[config.mk]
export PLATFORM = sky130hd
export DESIGN_NAME = imem_boot_loader
export DESIGN_NICKNAME = d
export VERILOG_FILES = /design/src/rtl/imem_boot_loader_pkg.sv /design/src/rtl/imem_boot_loader_word_assembler.sv /design/src/rtl/imem_boot_loader.sv
export SDC_FILE = /design/constraint.sdc
export NUM_CORES = 1
export LEC_CHECK = 0
export CORE_MARGIN = 4
export CORE_UTILIZATION = 47
export CTS_CLUSTER_SIZE = 25
export DETAILED_ROUTE_END_ITERATION = 16
export PLACE_DENSITY = 0.88
export SKIP_CTS_REPAIR_TIMING = 1
export SYNTH_ARGS = -nofsm -noshare
export SYNTH_HDL_FRONTEND = slang
export SYNTH_SLANG_ARGS = --single-unit
[constraint.sdc]
create_clock -name clk -period 2.2 [get_ports clk]
set_clock_uncertainty 0.15 [all_clocks]
set_input_delay 0.55 -clock clk [delete_from_list [all_inputs] [get_ports clk]]
set_output_delay 0.55 -clock clk [all_outputs]
set_load 0.05 [all_outputs]
[src/rtl/imem_boot_loader_pkg.sv]
// imem_boot_loader_pkg: shared states and stream framing constants for the boot loader
package imem_boot_loader_pkg;
  typedef enum logic [2:0] {LEN_HI, LEN_LO, DATA, CSUM, FLUSH, DONE, ERROR} state_t;
  localparam int LEN_BYTES = 2;
  localparam int WORD_BYTES = 4;
endpackage

[src/rtl/imem_boot_loader_word_assembler.sv]
// boot_word_assembler: shifts big-endian stream bytes into 32-bit words and strobes on each completed word
module boot_word_assembler
  import imem_boot_loader_pkg::*;
(
  input  logic        clk,
  input  logic        rst_n,
  input  logic        en,
  input  logic [7:0]  byte_in,
  output logic [31:0] word,
  output logic        word_done
);
  logic [1:0]  cnt;
  logic [23:0] sr;
  assign word = {sr, byte_in};
  assign word_done = en && cnt == 2'(WORD_BYTES - 1);
  always_ff @(posedge clk)
    if (!rst_n) begin
      cnt <= '0;
      sr <= '0;
    end else if (en) begin
      cnt <= cnt + 2'd1;
      sr <= {sr[15:0], byte_in};
    end
endmodule

[src/rtl/imem_boot_loader.sv]
// imem_boot_loader: loads LEN/DATA[/CSUM] byte stream into instruction memory, then releases the core (BOOT_CHECKSUM_EN enables the XOR checksum byte)
module imem_boot_loader #(
  parameter int          ADDR_W    = 8,
  parameter logic [31:0] BASE_ADDR = 32'h0000_0000
) (
  input  logic        clk,
  input  logic        rst_n,
  input  logic [7:0]  rx_data,
  input  logic        rx_valid,
  output logic        rx_ready,
  output logic        im_we,
  output logic [31:0] im_addr,
  output logic [31:0] im_wdata,
  output logic        cpu_run,
  output logic        boot_err,
  output logic [15:0] words_loaded
);
  import imem_boot_loader_pkg::*;
  state_t state, state_n;
  logic [15:0] len, len_n, word_index;
  logic [31:0] word;
  logic acc, word_done, last_word, too_long;
`ifdef BOOT_CHECKSUM_EN
  localparam state_t FIN0 = CSUM;
  localparam state_t FINW = CSUM;
  logic [7:0] csum;
  always_ff @(posedge clk)
    csum <= !rst_n ? 8'd0 : (acc && state == DATA) ? csum ^ rx_data : csum;
`else
  localparam state_t FIN0 = DONE;
  localparam state_t FINW = FLUSH;
`endif
  assign rx_ready = rst_n && (state == LEN_HI || state == LEN_LO || state == DATA || state == CSUM);
  assign acc = rx_valid && rx_ready;
  assign len_n = {len[15:8], rx_data};
  assign too_long = 32'(len_n) > (32'd1 << ADDR_W);
  assign last_word = (word_index + 16'd1) == len;
  assign cpu_run = state == DONE;
  assign boot_err = state == ERROR;
  assign words_loaded = word_index;
  boot_word_assembler u_asm (
    .clk       (clk),
    .rst_n     (rst_n),
    .en        (acc && state == DATA),
    .byte_in   (rx_data),
    .word      (word),
    .word_done (word_done)
  );
  always_comb begin
    state_n = state;
    if (state == FLUSH) state_n = DONE;
    else if (acc)
      case (state)
        LEN_HI: state_n = LEN_LO;
        LEN_LO: state_n = too_long ? ERROR : (len_n == 16'd0) ? FIN0 : DATA;
        DATA: state_n = (word_done && last_word) ? FINW : DATA;
`ifdef BOOT_CHECKSUM_EN
        CSUM: state_n = (rx_data == csum) ? DONE : ERROR;
`endif
        default: state_n = state;
      endcase
  end
  always_ff @(posedge clk)
    if (!rst_n) begin
      state <= LEN_HI;
      len <= '0;
      word_index <= '0;
      im_we <= 1'b0;
      im_addr <= BASE_ADDR;
      im_wdata <= '0;
    end else begin
      state <= state_n;
      im_we <= word_done;
      if (acc && state == LEN_HI) len[15:8] <= rx_data;
      if (acc && state == LEN_LO) len[7:0] <= rx_data;
      if (word_done) begin
        im_addr <= BASE_ADDR + 32'({word_index, 2'b00});
        im_wdata <= word;
        word_index <= word_index + 16'd1;
      end
    end
endmodule

==> flow_metrics.py <==
metrics = {
    "run_status": {
        "status": "finished, violations left",
        "violations": "setup timing",
    },
    "routing": {
        "wl_mm": 11.8,
        "drtIter0Drc": 269,
        "final_antenna_net_count": 0,
        "vias_per_cell": 5.10,
        "dr_total_vias": 4133,
        "wl_per_cell_um": 14.6,
        "dr.pass1.iters": 4,
        "drcViolationCount": 0,
    },
    "cells_and_area": {
        "fin_area_mm2": 0.00621,
        "nFillCells": 855,
        "area_growth_pct": 26.0,
        "seq_area_mm2": 0.00222,
        "multi_input_area_mm2": 0.00251,
        "diodes": 0,
        "fin_cells": 811,
        "drive_gt1_share_pct": 20.1,
        "final_util_pct": 60.4,
        "fin_nets": 683,
    },
    "pwr": {
        "vdd_ir_drop_max_mv": 0.287,
        "p_total_mw": 3.56,
        "p_leak_nw": 2.84,
        "pwr_density_cell_mw_per_mm2": 574,
    },
    "place": {
        "port_buffers": 78,
        "globalplace.congestion": 0.906,
        "placed_cell_area_mm2": 0.00592,
        "place_hpwl_mm": 8.59,
        "dp_slack_ps": -349,
        "placedCellCount": 793,
    },
    "synthesis": {
        "avgSynthCellArea_um2": 8.55,
        "yosysSeqAreaShare_pct": 44.7,
        "synth-async-reset-ratio_pct": 0,
        "ys.flop_type": "dfxtp_1",
        "yosysUniqueCellTypes": 49,
        "synth_edf_count": 0,
        "synth_warnings": 0,
        "synth_area_mm2": 0.00493,
        "synth_seq_cells": 110,
        "synthCells": 576,
    },
    "worst_setup_path": {
        "crit_type": "reg -> reg",
        "critPathCaptureType": "flip-flop",
        "required_ps": 2330,
        "critPathBufInv": 1,
        "slowest_stage": "dfxtp_4",
        "crit_path_frequent_cell": "nand4_1",
        "slowest_delay_ps": 390,
        "crit_fanout": 5,
        "start_kind": "flip-flop",
        "worstPathArrival_ps": 2340,
        "path_delay_family": "simple AND/OR/NAND/NOR gates",
        "crit_chain": "ha_2, nand4_1, buf_4, nor4_4, xnor2_1, a21oi_1, nand4_1, a32o_2",
    },
    "global_route": {
        "grt_max_degree": 110,
        "grt_pass1_vias": 3973,
        "grtUsageTotal_pct": 19.9,
        "antenna_found_initial": 0,
        "overflow": 0,
        "grt_pass1_wl_mm": 19.1,
    },
    "floorplanning": {
        "die_h_um": 110,
        "row_count": 37,
        "die_w_um": 110,
        "io_pins": 95,
        "core_mm2": 0.0103,
        "die_area_mm2": 0.0122,
        "start_util_pct": 47.9,
    },
    "timing": {
        "hold_ws_ps": 314,
        "finalHoldViolations": 0,
        "finalSetupTns_ps": -3.86,
        "min_period_ps": 2200,
        "relSlewSlack_pct": 43.0,
        "worst_pin_slew_ps": 855,
        "finalMaxSlewViolations": 0,
        "fin_ws_ps": -3.86,
        "rsz0062_at_grt": "yes",
        "finalSetupViolations": 1,
        "min_period_over_period_pct": 100,
        "fmax_mhz": 454,
    },
    "clock_tree": {
        "insertion_delay_ps": 390,
        "clkTransAtPathRegs_ps": 110,
        "cts_tree": "done",
        "cts.path.max_buffers": 2,
        "cts-root-buf": "clkbuf_8",
        "clock-sinks": 110,
        "cts_buffers": 9,
        "h-tree-depth": 3,
    },
    "hold_path": {
        "hp-class": "reg -> reg",
    },
    "job": {
        "cap_violations": 0,
    },
}
==> logic make-up after synthesis <==
kind of cell	share of synthesized area, %
xor gates and xnor gates	6.40
and+or+nand+nor	25.8
AOI/OAI and AO/OA	12.8
other	0.0761
buffers and inverters	6.10
adders and majority gates	0.508
muxes	3.66
DFF	44.7
==> area by class of cell <==
cell class | instances | share of cell area, %
Timing Repair Buffer | 123 | 17.6
Clock inverter | 6 | 0.968
Clock buffer | 10 | 2.22
Tap cell | 136 | 2.74
Inverter | 5 | 0.302
Multi-Input combinational cell | 421 | 40.4
Sequential cell | 110 | 35.8
==> worst min-delay path, cell delays in order (launching register included) <==
cell	delay (ps)
dfxtp_1	340
nand2_1	60
nand2_1	40
==> synth_stat cells (2+ instances only) <==
| cell type | instances | share of area (%) |
|---|---|---|
| a211oi_1 | 2 | 0.30 |
| a21boi_0 | 62 | 9.4 |
| a21oi_1 | 3 | 0.30 |
| a41oi_1 | 2 | 0.36 |
| and2_1 | 12 | 1.5 |
| and4_1 | 2 | 0.36 |
| buf_1 | 7 | 0.53 |
| buf_2 | 8 | 0.81 |
| buf_4 | 17 | 2.6 |
| clkbuf_1 | 22 | 1.7 |
| dfxtp_1 | 110 | 45 |
| ha_1 | 2 | 0.51 |
| inv_1 | 5 | 0.38 |
| mux2i_1 | 18 | 3.7 |
| nand2_1 | 164 | 12 |
| nand2b_1 | 2 | 0.25 |
| nand3_1 | 18 | 1.8 |
| nand3_4 | 2 | 0.71 |
| nand4_1 | 8 | 1.0 |
| nor2_1 | 13 | 0.99 |
| nor2b_1 | 22 | 2.8 |
| nor3_1 | 4 | 0.41 |
| nor4_1 | 6 | 0.76 |
| nor4_2 | 2 | 0.51 |
| o21ai_0 | 4 | 0.41 |
| or3_1 | 2 | 0.25 |
| xnor2_1 | 24 | 4.3 |
| xor2_1 | 12 | 2.1 |
==> sequential cells by signal, indices dropped and copies added (netlist names) <==
name and flops:
u_asm.cnt 2, state 3, words_loaded 16, len 16, im_wdata 32, u_asm.sr 24
im_we 1, im_addr 16
==> worst paths after layout <==
kind	startpoint	end	slack (ps)	cells after the start
max	words_loaded[0]$_SDFFE_PN0P_	state[1]$_SDFFE_PP0P_	-4	8
min	u_asm.sr[14]$_SDFFE_PN0P_	im_wdata[22]$_SDFFE_PN0P_	310	2
max reg2reg	words_loaded[0]$_SDFFE_PN0P_	state[1]$_SDFFE_PP0P_	-4	8
min reg2reg	u_asm.sr[14]$_SDFFE_PN0P_	im_wdata[22]$_SDFFE_PN0P_	310	2
==> power by group <==
group          leakage [nW]  switching, mW  internal (mW)
clock network         0.103          0.751          0.475
registers             0.893         0.0222           2.01
logic                  1.85          0.183          0.123
==> cell usage in the layout (no fill, tap or decap), types with 10 or more instances in the layout <==
cell type and n:
nand2_1 164, dfxtp_1 99, buf_4 88, a21boi_0 62
xnor2_1 24, dlymetal6s2s_1 22, nor2b_1 21, mux2i_1 18
nand3_1 17, conb_1 16, nor2_1 13, and2_1 12
xor2_1 12, clkbuf_8 10
==> per-layer routing <==
metal / global-route usage [%] / up-vias / wire, µm / share of wire (%)
met2: 32.7 / 118 / 5630 / 48
met5: 0 / - / 0 / 0
li1: - / 2066 / - / -
met1: 26.6 / 1935 / 5430 / 46
met4: 6.33 / 0 / 176 / 1.5
met3: 3.61 / 14 / 592 / 5.0
Power figures use the tool's default switching activity.
